--- src/rtl/line_writeback.sv ---
// -----------------------------------------------------------------------------
// line_writeback
//
// Cache-line writeback reader. Takes a victim-line request (set index, channel),
// reads the whole line out of the synchronous data memory, and streams it to
// the memory bus as BEAT_WIDTH-wide beats over a valid/ready handshake, low
// beat first. The block only reads the data memory; it has no write enable.
//
// Optional feature (compile-time macro):
//   LINE_WRITEBACK_PARITY_EN  adds output bus_parity = even parity (XOR) of
//                             bus_data, registered together with bus_data.
//
// Ports:
//   clk        in   single clock, rising edge
//   rsta       in   asynchronous active-high reset
//   req_valid  in   writeback request present
//   req_ready  out  block idle, request can be taken
//   req_index  in   set index of the victim line
//   req_chan   in   channel (way) of the victim line
//   mem_index  out  read index to data memory (held from accept to IDLE)
//   mem_chan   out  read channel to data memory
//   mem_rdata  in   data memory read data, one cycle after the address
//   bus_valid  out  beat present
//   bus_ready  in   bus accepts beat
//   bus_data   out  current beat
//   bus_beat   out  beat number, 0 first
//   bus_last   out  final beat of the line
//   bus_addr   out  {chan, index} of the line in transfer
//   done       out  one-cycle pulse after the last beat is accepted
//   bus_parity out  (LINE_WRITEBACK_PARITY_EN only) even parity of bus_data
// -----------------------------------------------------------------------------
module line_writeback #(
    parameter int  INDEX_WIDTH = 4,
    parameter int  CHAN_WIDTH  = 3,
    parameter int  DATA_WIDTH  = 128,
    parameter int  BEAT_WIDTH  = 32,
    localparam int NBEATS      = DATA_WIDTH / BEAT_WIDTH,
    localparam int BEAT_CNT_W  = $clog2(NBEATS)
) (
    input  logic                             clk,
    input  logic                             rsta,
    input  logic                             req_valid,
    output logic                             req_ready,
    input  logic [INDEX_WIDTH-1:0]           req_index,
    input  logic [CHAN_WIDTH-1:0]            req_chan,
    output logic [INDEX_WIDTH-1:0]           mem_index,
    output logic [CHAN_WIDTH-1:0]            mem_chan,
    input  logic [DATA_WIDTH-1:0]            mem_rdata,
    output logic                             bus_valid,
    input  logic                             bus_ready,
    output logic [BEAT_WIDTH-1:0]            bus_data,
    output logic [BEAT_CNT_W-1:0]            bus_beat,
    output logic                             bus_last,
    output logic [CHAN_WIDTH+INDEX_WIDTH-1:0] bus_addr,
    output logic                             done
`ifdef LINE_WRITEBACK_PARITY_EN
    ,
    output logic                             bus_parity
`endif
);

    typedef enum logic [1:0] {
        IDLE = 2'd0,
        RD   = 2'd1,
        WT   = 2'd2,
        SEND = 2'd3
    } state_t;

    localparam logic [BEAT_CNT_W-1:0] LAST_BEAT = BEAT_CNT_W'(NBEATS - 1);

    state_t                              state;
    state_t                              state_nxt;
    logic [INDEX_WIDTH-1:0]              index_q;
    logic [CHAN_WIDTH-1:0]               chan_q;
    logic [NBEATS-1:0][BEAT_WIDTH-1:0]   line_buf;
    logic [BEAT_CNT_W-1:0]               beat_q;
    logic [BEAT_CNT_W-1:0]               beat_nxt;
    logic [BEAT_WIDTH-1:0]               data_q;
    logic [BEAT_WIDTH-1:0]               data_nxt;
    logic                                load_data;
    logic                                done_q;
    logic                                handshake;

    // ------------------------------------------------------------------
    // State register
    // ------------------------------------------------------------------
    // NOTE: sequential state uses non-blocking assignments so every flop
    // samples pre-edge values regardless of process evaluation order.
    always_ff @(posedge clk or posedge rsta) begin
        if (rsta) begin
            state <= IDLE;
        end else begin
            state <= state_nxt;
        end
    end

    // ------------------------------------------------------------------
    // Next-state logic
    // ------------------------------------------------------------------
    // NOTE: every combinational output gets a default before the case so no
    // path leaves it unassigned (which would infer a latch).
    always_comb begin
        state_nxt = state;
        unique case (state)
            IDLE: if (req_valid) state_nxt = RD;
            RD:   state_nxt = WT;
            WT:   state_nxt = SEND;
            SEND: if (handshake && bus_last) state_nxt = IDLE;
            default: state_nxt = IDLE;
        endcase
    end

    // ------------------------------------------------------------------
    // Output logic (decoded from the state register only)
    // ------------------------------------------------------------------
    always_comb begin
        req_ready = (state == IDLE);
        bus_valid = (state == SEND);
        bus_last  = (state == SEND) && (beat_q == LAST_BEAT);
    end

    assign handshake = bus_valid && bus_ready;

    // The beat register is reloaded when the line arrives (beat 0 straight
    // from the memory) and on every non-final handshake (next slice of the
    // buffer). After the final beat it simply holds until the next line.
    assign beat_nxt  = beat_q + 1'b1;
    assign data_nxt  = (state == WT) ? mem_rdata[BEAT_WIDTH-1:0] : line_buf[beat_nxt];
    assign load_data = (state == WT) || (handshake && !bus_last);

    // ------------------------------------------------------------------
    // Datapath registers
    // ------------------------------------------------------------------
    // NOTE: the line buffer is a flop bank, not a RAM, so it takes the
    // asynchronous reset; an abandoned line leaves nothing behind.
    always_ff @(posedge clk or posedge rsta) begin
        if (rsta) begin
            index_q  <= '0;
            chan_q   <= '0;
            line_buf <= '0;
            beat_q   <= '0;
            data_q   <= '0;
            done_q   <= 1'b0;
        end else begin
            done_q <= handshake && bus_last;

            // Request fields are sampled only on acceptance and held until
            // the block is idle again, so the memory address stays stable.
            if (state == IDLE && req_valid) begin
                index_q <= req_index;
                chan_q  <= req_chan;
            end

            if (state == WT) begin
                line_buf <= mem_rdata;
                beat_q   <= '0;
            end else if (handshake) begin
                beat_q <= beat_nxt;   // wraps to 0 after the last beat
            end

            if (load_data) begin
                data_q <= data_nxt;
            end
        end
    end

`ifdef LINE_WRITEBACK_PARITY_EN
    logic parity_q;

    always_ff @(posedge clk or posedge rsta) begin
        if (rsta) begin
            parity_q <= 1'b0;
        end else if (load_data) begin
            parity_q <= ^data_nxt;
        end
    end

    assign bus_parity = parity_q;
`endif

    assign mem_index = index_q;
    assign mem_chan  = chan_q;
    assign bus_addr  = {chan_q, index_q};
    assign bus_data  = data_q;
    assign bus_beat  = beat_q;
    assign done      = done_q;

endmodule

--- config.mk ---
export PLATFORM = sky130hd
export DESIGN_NAME = line_writeback
export DESIGN_NICKNAME = d
export VERILOG_FILES = /design/src/rtl/line_writeback.sv
export SDC_FILE = /design/constraint.sdc
export NUM_CORES = 1
export LEC_CHECK = 0
export BUFFER_PORTS_ARGS = -buffer_cell sky130_fd_sc_hd__buf_2
export CELL_PAD_IN_SITES_DETAIL_PLACEMENT = 1
export CELL_PAD_IN_SITES_GLOBAL_PLACEMENT = 2
export CORE_MARGIN = 4
export CORE_UTILIZATION = 36
export DETAILED_ROUTE_END_ITERATION = 12
export GPL_ROUTABILITY_DRIVEN = 0
export PLACE_DENSITY = 0.86
export SYNTH_ARGS = -nofsm -noshare
export SYNTH_HDL_FRONTEND = slang
export SYNTH_SLANG_ARGS = --single-unit
export TNS_END_PERCENT = 100
--- constraint.sdc ---
create_clock -name clk -period 8.05 [get_ports clk]
set_input_delay 1.61 -clock clk [delete_from_list [all_inputs] [get_ports clk]]
set_output_delay 1.61 -clock clk [all_outputs]
set_load 0.05 [all_outputs]
==> impl_results.md <==
- WL/cell: 20.18 µm
- ANT nets after route: 0
- CP top delay family: flip-flops
- Final min period: 3.838 ns
- Final Hold Slack: 0.5040 ns
- Register bit total from synthesis: about 170
- WP data required: 6.44 ns
- Fmax: approximately 260 MHz
- Leak: between 4 and 5 nW
- Crit start category: register
- Num CTS Buffers: 17
- CTS H-tree lvls: 4
- Synthesized area per cell: 14.22 µm²
- Hold buffer count at cts: 0
- Std-Cell Rows: 53
- Setup TNS: 0 ns
- Total Routing Usage GR: ~17%
- Clk slew on worst S/H paths: 0.07 ns
- Worst Path Arrival: 2.23 ns
- Worst-skew pair later-pin latency: 0.42 ns
- Starting density of the core: 36.85%
- Slew HR: 24.66%
- Vias in the first global route: 5923
- Die width: ~160 µm
- Critical path's largest stage delay: 1.07 ns
- Clock Path Buffers: 2
- Global-route wire length before repair: between 30000 and 40000 µm
- CP max-delay cell: dfrtp_4
- Syn Inst Count: around 550
- Routed WL: between 20000 and 25000 µm
- IO Count: between 150 and 200
- Final setup fails: 0
- RSZ-0062 raised after global routing: no
- Crit path buf inv count: 2
- Slew Viols, Final: 0
- Worst-Margin Slew: 1.130 ns
- Nets: 853
- Initial DRC count: 316
- Post_cts resized: 0
- Peak VDD IR: 186.6 µV
- Final Cycle Share: 47.68%
- Post-CTS Setup Bufs: 0
- DR vias/cell: 5.233
- Min-delay worst type: reg2reg
- Buffers on Ports: 190
- Register area share after synthesis: 55.22%
- Post-synth net total: 692
- Critical Path Sink Type: output port
- Post-DP HPWL: 13810 µm
- Vias: 5223
- Clk sink count: 172
- TritonCTS clock tree: done
- Critical path fanouts, max: 67
- Slack of the critical path: 4.212 ns
- Core ar.: 21150 µm²
- Run status: finished clean
- Share of cells above drive strength 1: between 50% and 60%
- Unique masters post-synth: 23
- Cell Chain, Critical Path: ha_1 > nand2_1 > inv_1 > buf_2
- TritonRoute pass-1 iters: 6
- Die ar.: ~24000 µm²
- Root buf cell: clkbuf_16
- Area Growth Syn to Fin: 21.30%
- Residual DRC: 0
- Post-Syn Area: 7795 µm²
- Max-cap violations: 0
- Congestion Overflow GR: 0
- Chip height: between 150 and 200 µm
- Crit Path Category: reg2out
- Final Hold Vio Count: 0
- Initial antenna violation count: 1
- Syn. warnings: 0
- Pwr/cell area: between 400 and 500 nW/µm²
- Largest net degree at the start of global routing: 91
- Worst slack at placement: 4.327 ns
- Clk_skew: 0.01080 ns
## cells by family (layout without fill, tap and decap cells)
kind of cell / count (synthesis) / after routing / share of synthesized area, %
and+or+nand+nor: 14 / 14 / 0.8186
adders and majority gates: 5 / 5 / 0.8026
xor gates and xnor gates: 1 / 1 / 0.1124
muxes: 200 / 200 / 29.71
AOI/OAI and AO/OA: 100 / 100 / 9.583
other: 0 / 1 / 0
DFF: 172 / 172 / 55.22
buffers and inverters: 56 / 230 / 3.756
## power breakdown
part,internal [mW],switching (mW)
Clock,0.454,0.353
Combinational,0.994,1.26
Sequential,1.32,0.297
## worst register-to-register path: stages (launching register included)
cell and delay (ns):
dfrtp_1 0.41, inv_1 0.13, ha_4 0.36, buf_4 0.83, a21o_1 0.92, a21oi_1 0.21
## layout make-up
type,count,area (µm²)
fillers,2225,11700
flip-flops and latches,172,4308
multi-input cells,320,3224
repair buffers,194,980.9
clock buffers,20,466.7
well taps,275,344.1
clock inverters,12,108.9
inverters,4,20.02
diodes,1,2.502
## synth_stat cells
master	number	area share, %
dfrtp_1	172	55
buf_6	3	0.43
nor2_1	4	0.19
nor2b_1	1	0.080
buf_1	1	0.048
clkbuf_1	14	0.67
a21oi_1	34	2.2
and2_1	1	0.080
mux2_2	168	24
a2bb2oi_1	1	0.11
a211oi_1	32	3.1
inv_1	4	0.19
a222oi_1	32	4.1
mux2_1	15	2.2
nand3_1	1	0.064
buf_2	27	1.7
nand2_1	6	0.29
a21o_1	1	0.096
mux2_4	17	3.3
buf_4	7	0.67
xnor2_1	1	0.11
nor2b_2	1	0.11
ha_1	5	0.80
## worst paths after layout
path / from / to / slack (ns) / cells after the start
hold reg to reg: line_buf[123] / line_buf[123] / 0.50 / 1
min in group asynchronous: rsta / line_buf[94] / 1.33 / 2
hold / removal: line_buf[123] / line_buf[123] / 0.50 / 1
max in group asynchronous: rsta / bus_beat[0] / 5.05 / 3
setup reg to reg: state[0] / bus_data[23] / 5.00 / 5
setup / recovery: bus_beat[0] / bus_last / 4.21 / 4
## through the flow
step	utilization [%]	cell area (µm²)	std cells	power, mW
after detailed placement	41.96	8877	965	3.908
after global routing	44.69	9453	997	4.982
final	44.70	9455	998	4.681
after floorplan	-	7795	548	3.376
after CTS	44.69	9453	997	4.739
after global placement	41.96	8877	965	3.770
## placed cells by master, fill, tap and decap left out, types with 3 or more instances in the layout
cell,netlist,routed
buf_4,7,4
mux2_2,168,168
inv_6,0,5
nor2_1,4,3
clkbuf_16,0,17
clkinv_2,0,4
mux2_4,17,17
inv_1,4,3
buf_2,27,190
a222oi_1,32,32
a21oi_1,34,34
mux2_1,15,15
clkbuf_8,0,3
ha_1,5,4
a211oi_1,32,32
nand2_1,6,6
dfrtp_1,172,171
## registers in the layout, indices dropped and copies added, names as in the netlist
| name | count |
|---|---|
| mem_index | 4 |
| mem_chan | 3 |
| state | 2 |
| done | 1 |
| bus_data | 32 |
| line_buf | 128 |
| bus_beat | 2 |
## per-layer routing
layer	part of all wire, %	up-vias	GRT usage (%)
met5	0.065	-	0
met4	0.69	2	3.827
met3	6.5	12	5.508
met2	53	145	29.72
met1	40	2661	19.72
li1	-	2403	-
Power figures use the tool's default switching activity.
